### config.mk
export PLATFORM = sky130hd
export DESIGN_NAME = e1of2_channel_source
export DESIGN_NICKNAME = d
export VERILOG_FILES = /design/src/rtl/e1of2_channel_source.sv
export SDC_FILE = /design/constraint.sdc
export NUM_CORES = 1
export LEC_CHECK = 0
export CAP_MARGIN = 40
export CORE_MARGIN = 4
export CORE_UTILIZATION = 34
export CTS_CLUSTER_SIZE = 30
export DETAILED_ROUTE_END_ITERATION = 8
export PLACE_DENSITY = 0.61
export SETUP_SLACK_MARGIN = 0.05
export SLEW_MARGIN = 10
export SYNTH_ARGS = -nofsm -noshare
export SYNTH_HDL_FRONTEND = slang
export SYNTH_SLANG_ARGS = --single-unit
### constraint.sdc
create_clock -name clk -period 6.5 [get_ports clk]
set_clock_uncertainty 0.1 [all_clocks]
set_input_delay 0.65 -clock clk [delete_from_list [all_inputs] [get_ports clk]]
set_output_delay 0.65 -clock clk [all_outputs]
set_load 0.05 [all_outputs]
### src/rtl/e1of2_channel_source.sv
// Clocked transmitter for a four-phase, dual-rail (e1of2 per bit) channel with an
// active-high sink enable; words arrive on valid/ready and queue in a small FIFO.
module e1of2_channel_source #(
   parameter int WIDTH       = 1,
   parameter int DEPTH       = 4,
   parameter int SYNC_STAGES = 2
) (
   input  logic                   clk,
   input  logic                   rst_n,
   input  logic                   in_valid,
   output logic                   in_ready,
   input  logic [WIDTH-1:0]       in_data,
   output logic [WIDTH-1:0]       ch_d0,
   output logic [WIDTH-1:0]       ch_d1,
   input  logic                   ch_e,
   output logic [$clog2(DEPTH):0] count,
   output logic [15:0]            tokens_sent,
   output logic                   busy
);

   localparam int AW = $clog2(DEPTH);
   localparam logic [AW:0]   FULL_COUNT = (AW+1)'(DEPTH);
   localparam logic [AW:0]   CNT_ONE    = (AW+1)'(1);
   localparam logic [AW-1:0] PTR_ONE    = AW'(1);

   typedef enum logic [2:0] {
      IDLE,
      DATA,
      WAIT_EN_LO,
      NEUTRAL,
      WAIT_EN_HI
   } state_t;

   state_t                 state;
   state_t                 state_nxt;
   logic [SYNC_STAGES-1:0] e_sync;
   logic                   e_s;
   logic [WIDTH-1:0]       mem [DEPTH];
   logic [AW-1:0]          wr_ptr;
   logic [AW-1:0]          rd_ptr;
   logic                   ready_en;
   logic                   can_send;
   logic                   push;
   logic                   pop;
   logic [WIDTH-1:0]       tx;
   logic [15:0]            token_cnt;

   // ch_e is asynchronous to clk; only the last synchronizer stage is ever used.
   always_ff @(posedge clk or negedge rst_n) begin
      if (!rst_n) begin
         e_sync <= '0;
      end else begin
         // NOTE: clocked state always uses <= so every flop samples pre-edge values.
         e_sync <= {e_sync[SYNC_STAGES-2:0], ch_e};
      end
   end

   assign e_s = e_sync[SYNC_STAGES-1];

   // in_ready stays low through reset and rises on the first edge after release.
   always_ff @(posedge clk or negedge rst_n) begin
      if (!rst_n) ready_en <= 1'b0;
      else        ready_en <= 1'b1;
   end

   assign in_ready = ready_en && (count < FULL_COUNT);
   assign push     = in_valid && in_ready;
   assign can_send = (count != '0) && e_s;
   assign pop      = (state == IDLE) && can_send;

   // NOTE: the storage array is not reset; pointers and count decide which entries are live.
   always_ff @(posedge clk) begin
      if (push) mem[wr_ptr] <= in_data;
   end

   always_ff @(posedge clk or negedge rst_n) begin
      if (!rst_n) begin
         wr_ptr <= '0;
         rd_ptr <= '0;
         count  <= '0;
      end else begin
         if (push) wr_ptr <= wr_ptr + PTR_ONE;
         if (pop)  rd_ptr <= rd_ptr + PTR_ONE;
         case ({push, pop})
            2'b10:   count <= count + CNT_ONE;
            2'b01:   count <= count - CNT_ONE;
            default: count <= count;
         endcase
      end
   end

   // Rails move only on the edges leaving DATA and NEUTRAL, all bits together.
   always_ff @(posedge clk or negedge rst_n) begin
      if (!rst_n) begin
         tx        <= '0;
         ch_d0     <= '0;
         ch_d1     <= '0;
         token_cnt <= '0;
      end else begin
         if (pop) tx <= mem[rd_ptr];
         if (state == DATA) begin
            ch_d1 <= tx;
            ch_d0 <= ~tx;
         end
         if (state == NEUTRAL) begin
            ch_d1     <= '0;
            ch_d0     <= '0;
            token_cnt <= token_cnt + 16'd1;
         end
      end
   end

   assign tokens_sent = token_cnt;

   always_ff @(posedge clk or negedge rst_n) begin
      if (!rst_n) state <= IDLE;
      else        state <= state_nxt;
   end

   always_comb begin
      // NOTE: default first so no path leaves state_nxt unassigned (no latch).
      state_nxt = state;
      case (state)
         IDLE:       if (can_send) state_nxt = DATA;
         DATA:       state_nxt = WAIT_EN_LO;
         WAIT_EN_LO: if (!e_s) state_nxt = NEUTRAL;
         NEUTRAL:    state_nxt = WAIT_EN_HI;
         WAIT_EN_HI: if (e_s) state_nxt = IDLE;
         default:    state_nxt = IDLE;
      endcase
   end

   assign busy = (state != IDLE);

endmodule

Word-level counts from Yosys, hierarchy flattened
Memory sizes are Yosys's and may differ from the RTL's. A register that Yosys moved wholly into a read port is not among the register bits. Index checks and enable logic that the tools add are counted.

Register bits after elaboration: 31. Bits in writable memories: 4. Input port bits: 5. Output and inout bits: 23. Word-level logic and storage cells: 48. Memories: 1.

Add/sub/neg operators: 5. Order comparisons: 1. Equal/unequal tests: 9. Mux-type cells: 11. Bitwise operators: 1. Reductions and logical operators: 11.

Memories: mem (words 4, width 1, rd ports 1, clocked after memory_dff 1, wr ports 1, RTL line 38) `logic [WIDTH-1:0] mem [DEPTH];`.

Operators by type and width (number): adder 16 x 1 -> 16 bit, second input constant (1); one-hot mux 3 bit (5 select lines) (1); two-way mux 3 bit (3); equality test 3 x 2 -> 1 bit, second input constant (2); two-way mux 1 bit (6); != test 2 bit, second input constant (3); one-hot mux 3 bit (2 select lines) (1); nonzero test 3 bit (2); adder 2 x 1 -> 2 bit, second input constant (2); logical AND 1 bit (4); nonzero test 2 bit (2); adder 3 x 1 -> 3 bit, second input constant (1); equality test 3 x 1 -> 1 bit, second input constant (1); equality test 3 bit, second input constant (1); logical NOT 3 bit (1); < comparator 3 bit, second input constant (1); AND reduction 3 bit (1); subtractor 3 x 1 -> 3 bit, second input constant (1); equality test 2 x 1 -> 1 bit, second input constant (1); equality test 2 bit, second input constant (1); logical NOT 1 bit (1); NOT 1 bit (1).

Longest topological paths before layout
Gate-level depths: netlist (run 1).

Depth in word-level cells: 5. Mapped depth: 9. Gate-level depth less buffers: 9.

Least setup slack after synthesis (run 1)
Ideal clock, no wire load.

Path type: reg2reg. From: register count[2]. To: register count[2]. Library setup time: 0.145 ns. Arrival: 2.566 ns. Required time: 6.255 ns. Setup slack: 3.689 ns. Stages on the path, launching flop included: 10. Buffers on the path: 0. Clock period less this slack: 2.811 ns. Path through: dfrtp_1 nor2b_1 and2_1 inv_1 ha_1 inv_1 fa_1 xor2_1 nor2_1 xor2_1.

Word-level cells in the longest chain between the ends: 5. Elaborated cells between the ends (all ways): 12. Classes of those cells: 2 x add/sub; 1 x order compare; 2 x eq/ne; 1 x mux; 6 x reduce/logical.

Ends and longest elaborated chain: from (decl) (RTL line 16) `output logic [$clog2(DEPTH):0] count,`; from (signal assigned) (RTL line 85) `2'b10: count <= count + CNT_ONE;`; from (signal assigned) (RTL line 86) `2'b01: count <= count - CNT_ONE;`; from (signal assigned) (RTL line 87) `default: count <= count;`; < comparator 3 bit (*) (RTL line 66) `assign in_ready = ready_en && (count < FULL_COUNT);`; logical AND 1 bit (*) (RTL line 66); via in_ready (RTL line 11) `output logic in_ready,`; logical AND 1 bit (*) (RTL line 67) `assign push = in_valid && in_ready;`; equality test 2 x 1 -> 1 bit or equality test 2 bit (tied branches) (RTL line 84) `case ({push, pop})`; one-hot mux 3 bit (2 select lines) or nonzero test 2 bit (tied branches).

The timed path passes the listed nets; every way through them passes the cells marked *. A chain may end at the register's enable or synchronous reset.

Final worst setup path (run 1)
From: register state[1]. To: output port busy.

Word-level cells in the longest chain between the ends: 1.

Ends and longest elaborated chain: from (decl) (RTL line 34) `state_t state;`; from (signal assigned) (RTL line 117) `else state <= state_nxt;`; nonzero test 3 bit (RTL line 133) `assign busy = (state != IDLE);`; to (decl) (RTL line 18) `output logic busy`.

No other way between the ends.

==> flow_summary_export.csv, run 1 <==
group,metric,value,unit
status,status,"completed",
sta,period_minus_slack,2636,ps
yosys,syn_area,1669,µm²
clocking,cts_tree,"built",
placement,gp_congestion,0.8052,
route,met1Wirelength,1353,µm
route,drt-initial-drc-count,42,
route,route.detailed.drc,0,
placement,io_buffers,27,
yosys,synth_most_common_cell,"dfrtp_1",
power,vdd_ir_drop_max,0.2603,mV
worst_setup_path,r2r_start,"state[1]$_DFFE_PN0P_",
worst_setup_path,startpoint_type,"flop",
worst_setup_path,rr_worst_depth,8,
clocking,h-tree-depth,2,
clocking,clock_latency,280,ps
grt,grt_max_degree,33,
clocking,cts.sinks,36,
worst_setup_path,path_cells,"or3_4 > clkdlybuf4s50_1",
yosys,syn_nets,145,
hold_path,worstHoldStart,"e_sync[0]$_DFF_PN0_",
route,vias,1025,
route,dr_wl_met2,1296,µm
yosys,synth_flop_cell,"dfrtp_1",
hold_path,hold_path_class,"reg -> reg",
worst_setup_path,regToRegSetupSlack,4190,ps
worst_setup_path,cp_slowest_stage_delay,710,ps
floorplanning,start_util,35.11,%
power,power,852.6,µW
route,topRoutingLayerUsed,"met4",
layout,syn_to_final_growth,24.89,%
yosys,synth_warnings,0,
floorplanning,fp.dieW,78.07,µm
sta,slew_headroom,66.48,%
yosys,syn_area_per_cell,12.55,µm²
yosys,ys_async_sr_fraction,88.89,%
hold_path,whs_path_depth,0,
grt,antenna_found_initial,0,
placement,hpwl,2102,µm
worst_setup_path,arrival,1890,ps
sta,drv_slew,0,
clocking,cts_buffers,5,
floorplanning,die_y,78.07,µm
hold_path,whs_endpoint,"e_sync[1]$_DFF_PN0_",
clocking,post_cts_resized,0,
power,leakage,0.9323,nW
route,routed-wl-met3,159,µm
yosys,yosys.area.top_type,"dfrtp_1",
worst_setup_path,timing.rr.end,"count[2]$_DFFE_PN0P_",
floorplanning,num_io_pins,28,
clocking,post_cts_buffers,0,
route,final_antenna_net_count,0,
floorplanning,die-area,6094,µm²
yosys,synth_edf_count,4,
route,avgViaCountPerCell,4.418,
yosys,syn_inst,133,
worst_setup_path,crit_type,"reg -> out",
grt,overflow,0,
sta,rsz0062_at_grt,"no",
route,firstDrtPassIters,4,
sta,setup_viol,0,
route,wire_per_inst,12.30,µm
sta,max_freq,379.4,MHz
worst_setup_path,cpMaxStageDelayCell,"clkdlybuf4s50_1",
yosys,netlist.area_leader.share,47.98,%
clocking,cts_root_buffer,"clkbuf_8",
flow_run,maxCapViolCount,0,
grt,grt_usage,11.02,%
power,p_per_area,409.0,nW/µm²
worst_setup_path,end_kind,"output pin",
layout,final_nets,178,
yosys,ys_ff_latch,36,
yosys,ys_types,37,
sta,max_slew.worst_pin.slew,501.3,ps
sta,setup_tns,0,ps
floorplanning,core,4755,µm²
sta,fin_hold_ws,254.2,ps
layout,drive_gt1_share,10.30,%
clocking,clk_pin_slew_worst_paths,60,ps
sta,period_share,40.56,%
clocking,postCtsHoldBufs,0,
floorplanning,std_cell_rows,25,
grt,first_global_vias,1118,
route,drt_wl_total,2853,µm
sta,final_hold_viol_count,0,
worst_setup_path,crit_required,5750,ps
clocking,cts.path.max_buffers,2,
yosys,synth-seq-area-share,55.17,%
grt,grt_pass1_wl,5168,µm
yosys,netlist_top_cells_area,"dfrtp_1 48%, edfxtp_1 7.2%, xnor2_1 6.8%, xor2_1 4.7%, ha_1 4.5%",
layout,antennaDiodeCount,0,
yosys,netlist_top_cells_count,"32 x dfrtp_1, 13 x nand2_1, 13 x xnor2_1, 9 x xor2_1, 8 x inv_1",
worst_setup_path,cp_max_fo,8,
[registers in the layout, indices dropped and copies added, names as in the netlist, 2 cells and up]
name / cells
rd_ptr: 2
count: 3
e_sync: 2
wr_ptr: 2
state: 3
tokens_sent: 16
mem: 4
[layout by cell type, fill, tap and decap left out, types with 2 or more instances in the layout]
cell and count:
and2_1 2, and3_1 6, clkbuf_8 5, clkdlybuf4s50_1 27
dfrtp_1 32, edfxtp_1 4, ha_1 6, inv_1 8
nand2_1 13, nand2b_1 2, nand3_1 3, nor2_1 7
nor3_2 2, o21ai_0 2, o31ai_1 2, xnor2_1 13
xor2_1 9
[worst max-delay path, delay by kind of cell (launching register included)]
family        cells  cell delay (ps)
simple gates      1              440
buf+inv           1              710
flops             1              460
[cell type report]
| type | count | area [µm²] |
|---|---|---|
| Multi-Input combinational cell | 87 | 699.4 |
| Timing Repair Buffer | 28 | 277.8 |
| Tap cell | 67 | 83.83 |
| Sequential cell | 36 | 920.9 |
| Clock buffer | 6 | 72.57 |
| Inverter | 8 | 30.03 |
| Fill cell | 463 | 2670 |
[where the power goes]
part | internal, mW | switching [mW] | leakage (nW)
clock network | 0.0713 | 0.0700 | 0.0371
registers | 0.284 | 0.0661 | 0.447
logic | 0.144 | 0.217 | 0.448
total | 0.499 | 0.353 | 0.932
[per-stage QoR]
step                area, µm²  cells  util [%]  setup WS [ps]
floorplan                1669    133         -           3689
global placement         2012    226     42.32           3998
detailed placement       2012    226     42.32           3904
CTS                      2085    232     43.84           3847
global route             2085    232     43.84           3781
finish                   2085    232     43.84           3864
[how the worst max path moves through the flow]
stage / endpoint / cells after the start / start / slack, ps
3_5_place_dp: count[2]$_DFFE_PN0P_ / 9 / in_valid / 3900
2_1_floorplan: count[2]$_DFFE_PN0P_ / 9 / count[2]$_DFFE_PN0P_ / 3690
5_1_grt: busy / 2 / state[1]$_DFFE_PN0P_ / 3780
4_1_cts: busy / 2 / state[1]$_DFFE_PN0P_ / 3850
6_report: busy / 2 / state[1]$_DFFE_PN0P_ / 3860
3_3_place_gp: count[2]$_DFFE_PN0P_ / 9 / in_valid / 4000
[logic make-up (layout without fill, tap and decap cells)]
kind of cell	after synthesis	count (layout)	synth area share [%]
compound gates	4	4	1.499
xor+xnor	22	22	11.54
fa+ha+maj	7	7	5.697
buf+inv	10	42	2.924
flops	36	36	55.17
mux	4	4	3.298
other cells	1	1	0.2247
simple gates	49	49	19.64
[layer usage]
layer / vias up / track usage [%]
met3: 4 / 4.243
li1: 504 / -
met2: 30 / 17.38
met5: - / 0
met1: 487 / 13.44
met4: 0 / 4.720
No activity file was read; power rests on OpenSTA's default activity.
==> run 2: changes to the inputs <==
- PLACE_DENSITY: 0.61 -> 0.63
- clock period: 6.5 -> 2.4 ns (I/O delays scaled with it)
==> run 2 against run 1 <==
- sequential power rose to 2.7 times the previous value
- cell count rose by 0.86%
- critical endpoint is now count[2]$_DFFE_PN0P_
- via count rose by 4.5%
- first-iteration DRC count fell by 14%
- register-to-register slack got worse by 4000 ps
- cell area rose by 1.2%
==> flow_summary_export.csv, run 2 (synthesized netlist as in run 1, its figures left out) <==
group,metric,value,unit
clocking,cts.path.max_buffers,2,
sta,period_minus_slack,2190,ps
grt,antenna_found_initial,0,
sta,setup_tns,0,ps
layout,final_common_cell,"dfrtp_1",
floorplanning,fp.dieW,78.07,µm
sta,fin_hold_ws,256.7,ps
clocking,cts_root_buffer,"clkbuf_8",
grt,grt_max_degree,33,
power,p_per_area,1114,nW/µm²
clocking,h-tree-depth,2,
placement,dp.cells,228,
status,status,"completed",
grt,top_usage_layer,"met2",
layout,final_cell_count_no_fill,234,
grt,grt_use_met3,4.931,%
worst_setup_path,regToRegSetupSlack,210,ps
placement,hpwl,2168,µm
placement,io_buffers,27,
sta,setup_viol,0,
hold_path,whs_path_depth,0,
clocking,cts_tree,"built",
grt,grt_usage,11.11,%
worst_setup_path,path_cells,"or3_4 > nor2_4 > ha_2 > inv_1 > fa_1 > xor2_1 > nor2_1 > xor2_1",
floorplanning,start_util,35.11,%
layout,stdcell_area,2110,µm²
route,firstDrtPassIters,4,
grt,overflow,0,
route,route.detailed.drc,0,
clocking,cts_buffers,5,
floorplanning,std_cell_rows,25,
worst_setup_path,rr_worst_depth,8,
layout,layout_common_cells,"32 x dfrtp_1, 27 x clkdlybuf4s50_1, 13 x nand2_1, 13 x xnor2_1, 9 x xor2_1",
layout,final_nets,180,
worst_setup_path,startpoint_type,"flop",
layout,drive_gt1_share,12.57,%
grt,grt_use_met2,17.47,%
worst_setup_path,crit_path_frequent_cell,"xor2_1",
grt,grt_use_met1,13.37,%
floorplanning,die-area,6094,µm²
floorplanning,die_y,78.07,µm
sta,period_share,91.26,%
route,drt-initial-drc-count,36,
worst_setup_path,end_kind,"flop",
worst_setup_path,r2r_start,"state[2]$_DFFE_PN0P_",
worst_setup_path,critical_path.top_delay_family,"simple AND/OR/NAND/NOR gates",
hold_path,whs_endpoint,"e_sync[1]$_DFF_PN0_",
hold_path,hold_path_class,"reg -> reg",
worst_setup_path,arrival,2300,ps
sta,slew_headroom,64.39,%
sta,rsz0062_at_grt,"no",
layout,nFillCells,457,
grt,grt_pass1_wl,5375,µm
placement,dpl-instance-area,2034,µm²
worst_setup_path,cp_slowest_stage_delay,430,ps
clocking,cts.sinks,36,
floorplanning,core,4755,µm²
power,leakage,0.9460,nW
route,avgViaCountPerCell,4.577,
worst_setup_path,path_buf_inv,1,
sta,max_freq,456.6,MHz
layout,syn_to_final_growth,26.39,%
clocking,clock_latency,280,ps
sta,max_slew.worst_pin.slew,532.6,ps
route,drt_wl_total,2919,µm
worst_setup_path,cpMaxStageDelayCell,"dfrtp_1",
route,final_antenna_net_count,0,
worst_setup_path,crit_type,"reg -> reg",
layout,antennaDiodeCount,0,
floorplanning,num_io_pins,28,
grt,first_global_vias,1142,
worst_setup_path,timing.rr.end,"count[2]$_DFFE_PN0P_",
power,vdd_ir_drop_max,0.8191,mV
route,vias,1071,
layout,largest_reg_flops,16,
clocking,post_cts_buffers,0,
worst_setup_path,crit_required,2510,ps
flow_run,maxCapViolCount,0,
clocking,clk_pin_slew_worst_paths,60,ps
sta,final_hold_viol_count,0,
hold_path,worstHoldStart,"e_sync[0]$_DFF_PN0_",
placement,gp_congestion,0.7675,
sta,drv_slew,0,
worst_setup_path,cp_max_fo,7,
route,wire_per_inst,12.47,µm
-- run 2: cell type report --
cell class / count / area, µm² / area share (%)
clock buffer: 6 / 72.57 / 3.440
inverter: 8 / 30.03 / 1.423
multi-input combinational: 87 / 709.4 / 33.63
sequential: 36 / 920.9 / 43.65
tap: 67 / 83.83 / 3.974
timing repair buffer: 30 / 292.8 / 13.88
-- run 2: timing repair --
action | CTS | global route
hold buffers | 0 | 0
gates resized for setup | 0 | 1
endpoints found under the setup margin | 0 | 1
-- run 2: how the worst max path moves through the flow --
stage                     cells past startpoint                  from  slack, ps                    to
after CTS                                     8  state[2]$_DFFE_PN0P_        190  count[2]$_DFFE_PN0P_
after global routing                          8  state[2]$_DFFE_PN0P_         60  count[2]$_DFFE_PN0P_
after global placement                        9              in_valid        290  count[2]$_DFFE_PN0P_
after detailed placement                      9              in_valid        190  count[2]$_DFFE_PN0P_
final                                         8  state[2]$_DFFE_PN0P_        210  count[2]$_DFFE_PN0P_
after floorplan                               9  count[2]$_DFFE_PN0P_         80  count[2]$_DFFE_PN0P_
-- run 2: layer usage --
metal / share of wire [%] / vias up
li1: - / 507
met1: 42 / 528
met2: 49 / 31
met3: 7.7 / 5
met4: 1.8 / 0
met5: 0 / -
-- run 2: where the power goes --
group          switching [mW]  total (mW)  internal [mW]  leakage (nW)
clock                   0.185       0.378          0.193        0.0371
combinational           0.624        1.04          0.416         0.461
sequential              0.163       0.932          0.769         0.447
-- run 2: metrics by stage --
step	worst slack (ps)	power [mW]	util (%)
final	209.8	2.351	44.37
after global placement	293.1	1.951	42.79
after global routing	64.01	2.525	44.37
after detailed placement	186.7	1.988	42.79
after floorplan	75.39	1.667	-
after CTS	193.3	2.386	44.32
